`src/rtl/axi_lite_to_axi_txn_pkg.sv`:
```
// rtl/axi_lite_to_axi_txn_pkg.sv - shared constants, size helper and channel structs
// Holds the AXI response/burst encodings, the AxSIZE helper and the default
// Lite / full AXI4 request and response structs used by the converter ports.
package axi_lite_to_axi_txn_pkg;

    localparam int unsigned ADDR_W = 32;
    localparam int unsigned DATA_W = 32;
    localparam int unsigned ID_W   = 4;
    localparam int unsigned USER_W = 1;

    localparam logic [1:0] RESP_OKAY   = 2'b00;
    localparam logic [1:0] RESP_SLVERR = 2'b10;
    localparam logic [1:0] BURST_INCR  = 2'b01;

    // AxSIZE = log2(bytes per beat).
    function automatic logic [2:0] axi_size(input int unsigned data_w);
        logic [2:0] s;
        s = 3'd0;
        for (int i = 0; i < 8; i++) begin
            if ((32'd1 << i) == (data_w / 8)) s = i[2:0];
        end
        return s;
    endfunction

    typedef struct packed {
        logic [ADDR_W-1:0]   aw_addr;
        logic [2:0]          aw_prot;
        logic                aw_valid;
        logic [DATA_W-1:0]   w_data;
        logic [DATA_W/8-1:0] w_strb;
        logic                w_valid;
        logic                b_ready;
        logic [ADDR_W-1:0]   ar_addr;
        logic [2:0]          ar_prot;
        logic                ar_valid;
        logic                r_ready;
    } lite_req_s;

    typedef struct packed {
        logic                aw_ready;
        logic                w_ready;
        logic [1:0]          b_resp;
        logic                b_valid;
        logic                ar_ready;
        logic [DATA_W-1:0]   r_data;
        logic [1:0]          r_resp;
        logic                r_valid;
    } lite_resp_s;

    typedef struct packed {
        logic [ID_W-1:0]     aw_id;
        logic [ADDR_W-1:0]   aw_addr;
        logic [7:0]          aw_len;
        logic [2:0]          aw_size;
        logic [1:0]          aw_burst;
        logic                aw_lock;
        logic [3:0]          aw_cache;
        logic [2:0]          aw_prot;
        logic [3:0]          aw_qos;
        logic [3:0]          aw_region;
        logic [5:0]          aw_atop;
        logic [USER_W-1:0]   aw_user;
        logic                aw_valid;
        logic [DATA_W-1:0]   w_data;
        logic [DATA_W/8-1:0] w_strb;
        logic                w_last;
        logic [USER_W-1:0]   w_user;
        logic                w_valid;
        logic                b_ready;
        logic [ID_W-1:0]     ar_id;
        logic [ADDR_W-1:0]   ar_addr;
        logic [7:0]          ar_len;
        logic [2:0]          ar_size;
        logic [1:0]          ar_burst;
        logic                ar_lock;
        logic [3:0]          ar_cache;
        logic [2:0]          ar_prot;
        logic [3:0]          ar_qos;
        logic [3:0]          ar_region;
        logic [USER_W-1:0]   ar_user;
        logic                ar_valid;
        logic                r_ready;
    } full_req_s;

    typedef struct packed {
        logic                aw_ready;
        logic                w_ready;
        logic [ID_W-1:0]     b_id;
        logic [1:0]          b_resp;
        logic [USER_W-1:0]   b_user;
        logic                b_valid;
        logic                ar_ready;
        logic [ID_W-1:0]     r_id;
        logic [DATA_W-1:0]   r_data;
        logic [1:0]          r_resp;
        logic                r_last;
        logic [USER_W-1:0]   r_user;
        logic                r_valid;
    } full_resp_s;

endpackage

```
`src/rtl/axi_lite_to_axi_txn_cnt.sv`:
```
// rtl/axi_lite_to_axi_txn_cnt.sv - up/down counter saturating at 0 and at Max
// Ports: clk_i/rst_i (async active-high), inc_i/dec_i step requests,
// cnt_o current value, max_o (cnt_o >= Max), zero_o (cnt_o == 0).
module axi_lite_to_axi_txn_cnt #(
    parameter int unsigned Max = 4,
    localparam int unsigned W  = $clog2(Max + 1)
) (
    input  logic         clk_i,
    input  logic         rst_i,
    input  logic         inc_i,
    input  logic         dec_i,
    output logic [W-1:0] cnt_o,
    output logic         max_o,
    output logic         zero_o
);

    localparam logic [W-1:0] MAX_V = W'(Max);

    logic [W-1:0] cnt_q, cnt_d;

    assign cnt_o  = cnt_q;
    assign max_o  = (cnt_q >= MAX_V);
    assign zero_o = (cnt_q == '0);

    // Simultaneous inc/dec cancel; a dec at 0 (stray response) is absorbed.
    always_comb begin
        cnt_d = cnt_q;
        if (inc_i && !dec_i && !max_o) begin
            cnt_d = cnt_q + 1'b1;
        end else if (dec_i && !inc_i && !zero_o) begin
            cnt_d = cnt_q - 1'b1;
        end
    end

    always_ff @(posedge clk_i or posedge rst_i) begin
        if (rst_i) cnt_q <= '0;
        else       cnt_q <= cnt_d;
    end

endmodule

```
`src/rtl/axi_lite_to_axi_txn.sv`:
```
// rtl/axi_lite_to_axi_txn.sv - AXI4-Lite requests to single-beat AXI4 transactions
// Ports: clk_i, rst_i (async active-high); slv_req_i/slv_resp_o Lite side;
// mst_req_o/mst_resp_i full AXI4 side; err_o sticky response-check flag,
// present only when AXI_LITE_TO_AXI_TXN_RESP_CHECK_EN is defined.
module axi_lite_to_axi_txn
    import axi_lite_to_axi_txn_pkg::*;
#(
    parameter int unsigned AxiAddrWidth    = ADDR_W,
    parameter int unsigned AxiDataWidth    = DATA_W,
    parameter int unsigned AxiIdWidth      = ID_W,
    parameter int unsigned AxiUserWidth    = USER_W,
    parameter int unsigned AxiMaxWriteTxns = 4,
    parameter int unsigned AxiMaxReadTxns  = 4,
    parameter int unsigned AxiFixedId      = 0,
    parameter logic [3:0]  AxiCache        = 4'b0000,
    parameter type lite_req_t  = axi_lite_to_axi_txn_pkg::lite_req_s,
    parameter type lite_resp_t = axi_lite_to_axi_txn_pkg::lite_resp_s,
    parameter type full_req_t  = axi_lite_to_axi_txn_pkg::full_req_s,
    parameter type full_resp_t = axi_lite_to_axi_txn_pkg::full_resp_s
) (
    input  logic       clk_i,
    input  logic       rst_i,
    input  lite_req_t  slv_req_i,
    output lite_resp_t slv_resp_o,
    output full_req_t  mst_req_o,
    input  full_resp_t mst_resp_i
`ifdef AXI_LITE_TO_AXI_TXN_RESP_CHECK_EN
    ,
    output logic       err_o
`endif
);

    localparam int unsigned WW = $clog2(AxiMaxWriteTxns + 1);
    localparam int unsigned RW = $clog2(AxiMaxReadTxns + 1);
    localparam logic [AxiIdWidth-1:0] FIXED_ID = AxiIdWidth'(AxiFixedId);
    localparam logic [2:0] SIZE = axi_size(AxiDataWidth);

    logic [WW-1:0] wr_cnt, w_cred;
    logic [RW-1:0] rd_cnt;
    logic wr_max, wr_zero, wc_max, wc_zero, rd_max, rd_zero;
    logic aw_ok, w_ok, ar_ok;
    logic aw_hs, w_hs, b_hs, ar_hs, r_hs;
    logic b_bad, r_bad;

    assign b_bad = (mst_resp_i.b_id != FIXED_ID);
    assign r_bad = (mst_resp_i.r_id != FIXED_ID) || !mst_resp_i.r_last;

    assign aw_ok = !wr_max && !rst_i;
    assign ar_ok = !rd_max && !rst_i;
    assign aw_hs = slv_req_i.aw_valid && mst_resp_i.aw_ready && aw_ok;
    // W may use a credit from an earlier AW or the AW accepted this very cycle.
    assign w_ok  = (!wc_zero || aw_hs) && !rst_i;
    assign w_hs  = slv_req_i.w_valid && mst_resp_i.w_ready && w_ok;
    assign b_hs  = mst_resp_i.b_valid && slv_req_i.b_ready && !rst_i;
    assign ar_hs = slv_req_i.ar_valid && mst_resp_i.ar_ready && ar_ok;
    assign r_hs  = mst_resp_i.r_valid && slv_req_i.r_ready && !rst_i;

    axi_lite_to_axi_txn_cnt #(.Max(AxiMaxWriteTxns)) u_wr_cnt (
        .clk_i(clk_i), .rst_i(rst_i), .inc_i(aw_hs), .dec_i(b_hs),
        .cnt_o(wr_cnt), .max_o(wr_max), .zero_o(wr_zero));

    axi_lite_to_axi_txn_cnt #(.Max(AxiMaxWriteTxns)) u_w_cred (
        .clk_i(clk_i), .rst_i(rst_i), .inc_i(aw_hs), .dec_i(w_hs),
        .cnt_o(w_cred), .max_o(wc_max), .zero_o(wc_zero));

    axi_lite_to_axi_txn_cnt #(.Max(AxiMaxReadTxns)) u_rd_cnt (
        .clk_i(clk_i), .rst_i(rst_i), .inc_i(ar_hs), .dec_i(r_hs),
        .cnt_o(rd_cnt), .max_o(rd_max), .zero_o(rd_zero));

    always_comb begin
        mst_req_o           = '0;
        mst_req_o.aw_id     = FIXED_ID;
        mst_req_o.aw_addr   = slv_req_i.aw_addr[AxiAddrWidth-1:0];
        mst_req_o.aw_size   = SIZE;
        mst_req_o.aw_burst  = BURST_INCR;
        mst_req_o.aw_cache  = AxiCache;
        mst_req_o.aw_prot   = slv_req_i.aw_prot;
        mst_req_o.aw_user   = AxiUserWidth'(0);
        mst_req_o.aw_valid  = slv_req_i.aw_valid && aw_ok;
        mst_req_o.w_data    = slv_req_i.w_data;
        mst_req_o.w_strb    = slv_req_i.w_strb;
        mst_req_o.w_last    = 1'b1;
        mst_req_o.w_valid   = slv_req_i.w_valid && w_ok;
        mst_req_o.b_ready   = slv_req_i.b_ready && !rst_i;
        mst_req_o.ar_id     = FIXED_ID;
        mst_req_o.ar_addr   = slv_req_i.ar_addr[AxiAddrWidth-1:0];
        mst_req_o.ar_size   = SIZE;
        mst_req_o.ar_burst  = BURST_INCR;
        mst_req_o.ar_cache  = AxiCache;
        mst_req_o.ar_prot   = slv_req_i.ar_prot;
        mst_req_o.ar_user   = AxiUserWidth'(0);
        mst_req_o.ar_valid  = slv_req_i.ar_valid && ar_ok;
        mst_req_o.r_ready   = slv_req_i.r_ready && !rst_i;

        slv_resp_o          = '0;
        slv_resp_o.aw_ready = mst_resp_i.aw_ready && aw_ok;
        slv_resp_o.w_ready  = mst_resp_i.w_ready && w_ok;
        slv_resp_o.b_valid  = mst_resp_i.b_valid && !rst_i;
        slv_resp_o.ar_ready = mst_resp_i.ar_ready && ar_ok;
        slv_resp_o.r_data   = mst_resp_i.r_data;
        slv_resp_o.r_valid  = mst_resp_i.r_valid && !rst_i;
`ifdef AXI_LITE_TO_AXI_TXN_RESP_CHECK_EN
        slv_resp_o.b_resp   = b_bad ? RESP_SLVERR : mst_resp_i.b_resp;
        slv_resp_o.r_resp   = r_bad ? RESP_SLVERR : mst_resp_i.r_resp;
`else
        slv_resp_o.b_resp   = mst_resp_i.b_resp;
        slv_resp_o.r_resp   = mst_resp_i.r_resp;
`endif
    end

`ifdef AXI_LITE_TO_AXI_TXN_RESP_CHECK_EN
    logic err_q, err_d;

    always_comb begin
        err_d = err_q || (b_hs && b_bad) || (r_hs && r_bad);
    end

    always_ff @(posedge clk_i or posedge rst_i) begin
        if (rst_i) err_q <= 1'b0;
        else       err_q <= err_d;
    end

    assign err_o = err_q;
`endif

    logic unused;
    assign unused = ^{mst_resp_i.b_user, mst_resp_i.r_user, wr_zero, wc_max, rd_zero,
                      b_bad, r_bad, w_cred};

`ifndef SYNTHESIS
    always @(posedge clk_i) begin
        if (!rst_i) begin
            assert (wr_cnt <= WW'(AxiMaxWriteTxns)) else $error("wr_cnt above max");
            assert (w_cred <= WW'(AxiMaxWriteTxns)) else $error("w_cred above max");
            assert (rd_cnt <= RW'(AxiMaxReadTxns))  else $error("rd_cnt above max");
`ifndef AXI_LITE_TO_AXI_TXN_RESP_CHECK_EN
            // With the response checker built in, these become runtime errors instead.
            if (mst_resp_i.r_valid) assert (!r_bad) else $error("R beat with bad id or last=0");
            if (mst_resp_i.b_valid) assert (!b_bad) else $error("B beat with bad id");
`endif
        end
    end
`endif

endmodule
```
`config.mk`:
```
export PLATFORM = sky130hd
export DESIGN_NAME = axi_lite_to_axi_txn
export DESIGN_NICKNAME = d
export VERILOG_FILES = /design/src/rtl/axi_lite_to_axi_txn_pkg.sv /design/src/rtl/axi_lite_to_axi_txn_cnt.sv /design/src/rtl/axi_lite_to_axi_txn.sv
export SDC_FILE = /design/constraint.sdc
export NUM_CORES = 1
export LEC_CHECK = 0
export CAP_MARGIN = 20
export CELL_PAD_IN_SITES_DETAIL_PLACEMENT = 1
export CELL_PAD_IN_SITES_GLOBAL_PLACEMENT = 1
export CORE_AREA = 3 3 150 152
export DETAILED_ROUTE_END_ITERATION = 6
export DIE_AREA = 0 0 153 155
export DONT_BUFFER_PORTS = 1
export GPL_TIMING_DRIVEN = 0
export PLACE_DENSITY_LB_ADDON = 0.1
export SYNTH_ARGS = -nofsm -noshare
export SYNTH_HDL_FRONTEND = slang
export SYNTH_SLANG_ARGS = --single-unit
export TNS_END_PERCENT = 1
```
`constraint.sdc`:
```
create_clock -name clk_i -period 5.9 [get_ports clk_i]
set_input_delay 0.295 -clock clk_i [delete_from_list [all_inputs] [get_ports clk_i]]
set_output_delay 0.295 -clock clk_i [all_outputs]
set_load 0.01 [all_outputs]
```
==> impl_results.md, run 1 <==
* Outcome: finished clean
* Die width at 153 um
* Leakage at 1.592 nW
* Drt drc at 0
* Vias per std cell at 2.696
* FF+latch count, synth at 9
* Max Slew Vio Count at 0
* Pre-CTS setup slack at 3679 ps
* Post-CTS sizing at 0
* Area occupied by multi-input gates at 714.4 sq um
* Total track usage at 4.636%
* Max Cap Viol at 0
* Port Buffers at 0
* Fin nets at 538
* Setup repair after global routing missed its margin: false
* Hold_ws at 324.0 ps
* Total negative slack at 0 ps
* Clk Latency, worst-skew pair at 230 ps
* Post-CTS Hold Fix Bufs at 0
* Die Ht at 155 um
* Worst vdd ir at 0.00008053 V
* Register area at 225.2 sq um
* F_max at 446.3 MHz
* Cell-internal power at 0.3209 mW
* Crit Path Max Fanout at 7
* Worst path required time at 6070 ps
* Clock slew at reported path FFs at 40 ps
* Vias in the first global route at 1,577
* Clk pwr share at 23.8%
* Core ar. at 21,150 sq um
* Critical path class: flop to flop
* Layout area overhead at 29.31%
* Synthesized area per cell at 7.789 sq um
* CP Capture Type: flop
* First-pass GRT wire length at 8887 um
* Starting Density at 10.94%
* TritonRoute pass-1 iters at 4
* Count of different cell masters after synthesis at 31
* CTS max path bufs at 2
* Vias after detailed routing at 1,736
* EDFF count, synth at 0
* Arr. time, crit path at 2410 ps
* Hold WC Path Type: primary input to flop
* CTS Buf Count at 3
* PnR worst setup slack at 3659 ps
* Worst Skew at 1.306 ps
* Ant. Diodes at 0
* Die ar. at 23,720 sq um
* Headroom to the max-slew limit at 52.56%
* Max H-tree Level at 1
* Area of the mapped netlist at 2313 sq um
* Antenna-violating nets left at 0
* Sequential share of power at 24.6%
* Clk root buf: clkbuf_16
* Finish-stage setup viols at 0
* Psw at 0.1894 mW
* Tmin final at 2241 ps
* Total congestion overflow at 0
* Initial antenna violation count at 0
* Initial DRC Count at 57
* Sequential share of the synthesized area at 9.735%
* YS warnings at 0
* Detailed Place HPWL at 6548 um
* Cells after synthesis at 297
* Layout cells sized above 1 at 59.62%
* PD cells at 170.6 nW/um^2
* Post-synth top flop: dfrtp_1
* Post CTS Setup Buffer Count at 0
* Switching share of power at 37.11%
* TritonCTS clock tree: yes
* Worst-margin pin slew at 711.6 ps
* Critical Path Source Type: flop
* Combinational power share at 51.6%
* # IOs at 387
* Hold Vio Cnt, Final at 0
* Async S/R FF share, synth at 100.0%
* Floorplan row count at 53
* Fin util at 14.14%
* Largest net degree at the start of global routing at 11
* GPL Wtd Cong at 0.6066
* Final wirelength at 6993 um
* Clock Sinks at 9
* Avg WL per Cell at 10.86 um
* Final period utilization at 37.98%
* Filler Cells Inserted at 2,581
[cell type report]
class                      count  area share, %
buffer                       215          53.95
multi-input combinational    137          23.88
tap                          275          11.50
sequential                     9          7.528
clock buffer                   4          2.635
inverter                       4         0.5019
[through the flow]
step                instance area (sq um)  cells  power (mW)
floorplan                            2569    365      0.3509
global placement                     2913    640      0.3903
detailed placement                   2913    640      0.3905
CTS                                  2992    644      0.5169
global route                         2992    644      0.5530
finish                               2992    644      0.5104
[power by group through the flow]
| stage | sequential [mW] | combinational (mW) | clock (mW) |
|---|---|---|---|
| global placement | 0.127 | 0.263 | 0 |
| global route | 0.133 | 0.293 | 0.127 |
| finish | 0.126 | 0.263 | 0.121 |
| detailed placement | 0.126 | 0.264 | 0 |
| floorplan | 0.117 | 0.234 | 0 |
| CTS | 0.126 | 0.265 | 0.126 |
[flip-flops by register name, summed over array words and instances (netlist names)]
signal,flops
u_wr_cnt.cnt_o,3
u_w_cred.cnt_o,3
u_rd_cnt.cnt_o,3
[final timing paths]
check / start / endpoint / slack, ps / cells past startpoint
min in group asynchronous: rst_i / u_rd_cnt.cnt_o[2]$_DFFE_PP0P_ / 390 / 2
max in group asynchronous: rst_i / u_w_cred.cnt_o[0]$_DFFE_PP0P_ / 5210 / 2
worst min-delay path: mst_resp_i[42] / u_wr_cnt.cnt_o[2]$_DFFE_PP0P_ / 320 / 3
worst max register to register: u_rd_cnt.cnt_o[2]$_DFFE_PP0P_ / u_rd_cnt.cnt_o[2]$_DFFE_PP0P_ / 3660 / 6
worst min register to register: u_w_cred.cnt_o[0]$_DFFE_PP0P_ / u_w_cred.cnt_o[0]$_DFFE_PP0P_ / 570 / 1
worst max-delay path: u_rd_cnt.cnt_o[2]$_DFFE_PP0P_ / u_rd_cnt.cnt_o[2]$_DFFE_PP0P_ / 3660 / 6
[critical path, cell delays in order (launching register included)]
cell	delay [ps]
dfrtp_1	440
nand4bb_1	250
nor2_1	370
inv_1	100
fa_1	420
or4_1	510
nand3_1	90
[cells in the mapped netlist (2+ instances only)]
cell type | count | area share, %
nor2_1 | 13 | 2.1
nor3b_1 | 4 | 1.3
buf_4 | 213 | 69
and2_1 | 2 | 0.54
nand4bb_1 | 2 | 0.97
a21oi_1 | 5 | 1.1
inv_1 | 4 | 0.65
dfrtp_1 | 9 | 9.7
nand3_1 | 3 | 0.65
nand2_1 | 5 | 0.81
o21a_1 | 2 | 0.65
nor2b_1 | 4 | 1.1
nand3b_1 | 2 | 0.65
o21ai_0 | 8 | 1.7
and3b_1 | 2 | 0.76
fa_1 | 3 | 2.6
conb_1 | 2 | 0.32
[per-layer routing]
metal / track usage (%) / vias up / part of all wire (%)
li1: - / 795 / -
met1: 4.508 / 759 / 28
met2: 9.420 / 180 / 58
met3: 1.947 / 2 / 13
met4: 0.3818 / 0 / 0.14
met5: 0 / - / 0
[cells in the final DEF, fill, tap and decap left out, types with 2 or more instances in the layout]
cell,netlist,routed
inv_1,4,4
nand3_1,3,3
nand4bb_1,2,2
nand3b_1,2,2
buf_4,213,213
clkbuf_16,0,3
clkbuf_1,1,2
a21oi_1,5,5
o21ai_0,8,8
nand2_1,5,5
fa_1,3,3
o21a_1,2,2
conb_1,2,70
and2_1,2,2
nor3b_1,4,4
and3b_1,2,2
dfrtp_1,9,9
nor2_1,13,13
nor2b_1,4,4
[kinds of logic after synthesis]
kind of cell	count (synthesis)	share of synthesized area, %
buffers and inverters	219	70.42
and+or+nand+nor	43	10.98
AOI/OAI and AO/OA	19	4.868
DFF	9	9.735
adders and majority gates	3	2.596
muxes	2	1.081
other	2	0.3246
(Power assumes the default switching activity.)
==> run 2, diff against run 1 <==
Clock period 5.9 ns to 2.1 ns, I/O delays scaled along.
==> impl_results.md, run 2 (synthesis gave the netlist of run 1 again) <==
* Fin util at 14.45% (was 14.14%)
* Critical Path Source Type: flop (unchanged)
* Psw at 0.5404 mW (was 0.1894 mW)
* Critical path class: flop to flop (unchanged)
* Detailed Place HPWL at 6548 um (unchanged)
* Total track usage at 4.642% (was 4.636%)
* Worst-path cell chain: buf_6 > nor4bb_2 > buf_4 > and2_4 > inv_1 > fa_1 > mux2_4 (was nand4bb_1 > nor2_1 > inv_1 > fa_1 > or4_1 > nand3_1)
* TritonRoute pass-1 iters at 4 (unchanged)
* Drt drc at 0 (unchanged)
* Crit Path Max Fanout at 9 (was 7)
* PnR worst setup slack at 103.4 ps (was 3659 ps)
* Vias per std cell at 2.706 (was 2.696)
* Clock slew at reported path FFs at 40 ps (about the same)
* Switching share of power at 37.06% (was 37.11%)
* Filler Cells Inserted at 2,581 (unchanged)
* Cell-internal power at 0.9177 mW (was 0.3209 mW)
* Post-CTS Hold Fix Bufs at 0 (unchanged)
* Total negative slack at 0 ps (unchanged)
* Ant. Diodes at 0 (unchanged)
* Layout area overhead at 32.13% (was 29.31%)
* Max Slew Vio Count at 0 (unchanged)
* Final period utilization at 95.08% (was 37.98%)
* Tmin final at 1997 ps (was 2241 ps)
* Port Buffers at 0 (unchanged)
* Layout cells sized above 1 at 61.19% (was 59.62%)
* Headroom to the max-slew limit at 52.62% (was 52.56%)
* Worst vdd ir at 0.0002263 V (was 0.00008053 V)
* Die ar. at 23,720 sq um (unchanged)
* GPL Wtd Cong at 0.6066 (unchanged)
* Outcome: finished clean (unchanged)
* Antenna-violating nets left at 0 (unchanged)
* Vias in the first global route at 1,581 (was 1,577)
* PD cells at 477.0 nW/um^2 (was 170.6 nW/um^2)
* CP Capture Type: flop (unchanged)
* Floorplan row count at 53 (unchanged)
* Delay-heaviest family, CP: adder cells (was simple AND/OR/NAND/NOR gates)
* Clk pwr share at 23.4% (was 23.8%)
* Die width at 153 um (unchanged)
* Buf/Inv on CP at 3 (was 1)
* Avg WL per Cell at 10.88 um (was 10.86 um)
* Largest net degree at the start of global routing at 11 (unchanged)
* Arr. time, crit path at 2110 ps (was 2410 ps)
* Worst Skew at 1.691 ps (was 1.306 ps)
* Hold_ws at 134.6 ps (was 324.0 ps)
* Dpl cells at 640 (unchanged)
* Reg2Reg Setup Slack at 100 ps (was 3660 ps)
* Die Ht at 155 um (unchanged)
* Total congestion overflow at 0 (unchanged)
* Final wirelength at 7027 um (was 6993 um)
* Pre-CTS setup slack at -121.5 ps (was 3679 ps)
* CTS Buf Count at 3 (unchanged)
* Commonest non-fill, non-tap cell in the layout: buf_4 (unchanged)
* Hold WC Path Type: primary input to flop (unchanged)
* Combinational power share at 52.1% (was 51.6%)
* CTS max path bufs at 2 (unchanged)
* Most frequent cells in the layout: buf_4, conb_1, nor2_1, dfrtp_1, o21ai_0 (unchanged)
* # IOs at 387 (unchanged)
* Clock Sinks at 9 (unchanged)
* Fin cells at 646 (was 644)
* Finish-stage setup viols at 0 (unchanged)
* Clk Latency, worst-skew pair at 230 ps (about the same)
* Starting Density at 10.94% (unchanged)
* Worst path required time at 2210 ps (was 6070 ps)
* Initial antenna violation count at 0 (unchanged)
* Worst-margin pin slew at 709.1 ps (was 711.6 ps)
* Hold Vio Cnt, Final at 0 (unchanged)
* Initial DRC Count at 78 (was 57)
* Core ar. at 21,150 sq um (unchanged)
* F_max at 500.9 MHz (was 446.3 MHz)
* Slowest stage delay, CP at 430 ps (was 510 ps)
* Fin nets at 540 (was 538)
* First-pass GRT wire length at 8907 um (was 8887 um)
* Vias after detailed routing at 1,748 (was 1,736)
* CP max stage cell: fa_1 (was or4_1)
* Max H-tree Level at 1 (unchanged)
* Clk root buf: clkbuf_16 (unchanged)
* Sequential share of power at 24.5% (was 24.6%)
* Leakage at 1.615 nW (was 1.592 nW)
* TritonCTS clock tree: yes (unchanged)
* Max Cap Viol at 0 (unchanged)
==> run 2: cell types whose count changed in the layout (fill, tap and decap cells not counted), sizes merged <==
cell  before  now
buf      214  216
==> run 2: layer usage <==
layer	up-vias	part of all wire [%]	GRT usage [%]	routed length [um]
li1	799	-	-	-
met1	766	28	4.525	1979
met2	181	59	9.420	4112
met3	2	13	1.947	925
met4	0	0.14	0.3818	10
met5	-	0	0	0
==> run 2: final timing paths <==
check	startpoint	endpoint	depth (start not counted)
min in group asynchronous	rst_i	u_rd_cnt.cnt_o[1]$_DFFE_PP0P_	2
setup reg to reg	u_wr_cnt.cnt_o[2]$_DFFE_PP0P_	u_w_cred.cnt_o[1]$_DFFE_PP0P_	7
setup / recovery	u_wr_cnt.cnt_o[2]$_DFFE_PP0P_	u_w_cred.cnt_o[1]$_DFFE_PP0P_	7
hold / removal	mst_resp_i[42]	u_wr_cnt.cnt_o[2]$_DFFE_PP0P_	3
max in group asynchronous	rst_i	u_w_cred.cnt_o[0]$_DFFE_PP0P_	2
hold reg to reg	u_w_cred.cnt_o[0]$_DFFE_PP0P_	u_w_cred.cnt_o[0]$_DFFE_PP0P_	1
==> run 2: metrics by stage <==
| stage | power (mW) | cell area, sq um |
|---|---|---|
| final | 1.458 | 3057 |
| after detailed placement | 1.097 | 2913 |
| after floorplan | 0.9858 | 2569 |
| after global routing | 1.578 | 3057 |
| after CTS | 1.462 | 3015 |
| after global placement | 1.097 | 2913 |
==> run 2: worst min-delay path, delay by kind of cell <==
family | cells | cell delay (ps)
and+or+nand+nor | 3 | 220
==> run 2: layout make-up <==
cell class                 count  area (sq um)  share of cell area (%)
buffer                       215          1614                   52.80
clock buffer                   4         78.83                   2.579
timing repair buffer           2         15.01                  0.4912
inverter                       4         15.01                  0.4912
tap                          275         344.1                   11.26
sequential                     9         225.2                   7.368
multi-input combinational    137         764.5                   25.01
==> run 2: repair_timing <==
action                                  4_1_cts  5_1_grt
endpoints found under the setup margin        1        3
pin swaps                                     0        2
resized for setup                             3        4
setup buffers                                 0        2
gates cloned                                  0        0
==> run 2: power groups by stage <==
stage                     sequential (mW)  clock, mW  combinational (mW)
after floorplan                     0.329          0               0.657
after global placement              0.357          0               0.740
after detailed placement            0.355          0               0.742
after CTS                           0.355      0.354               0.752
after global routing                0.377      0.357               0.844
final                               0.357      0.341               0.760
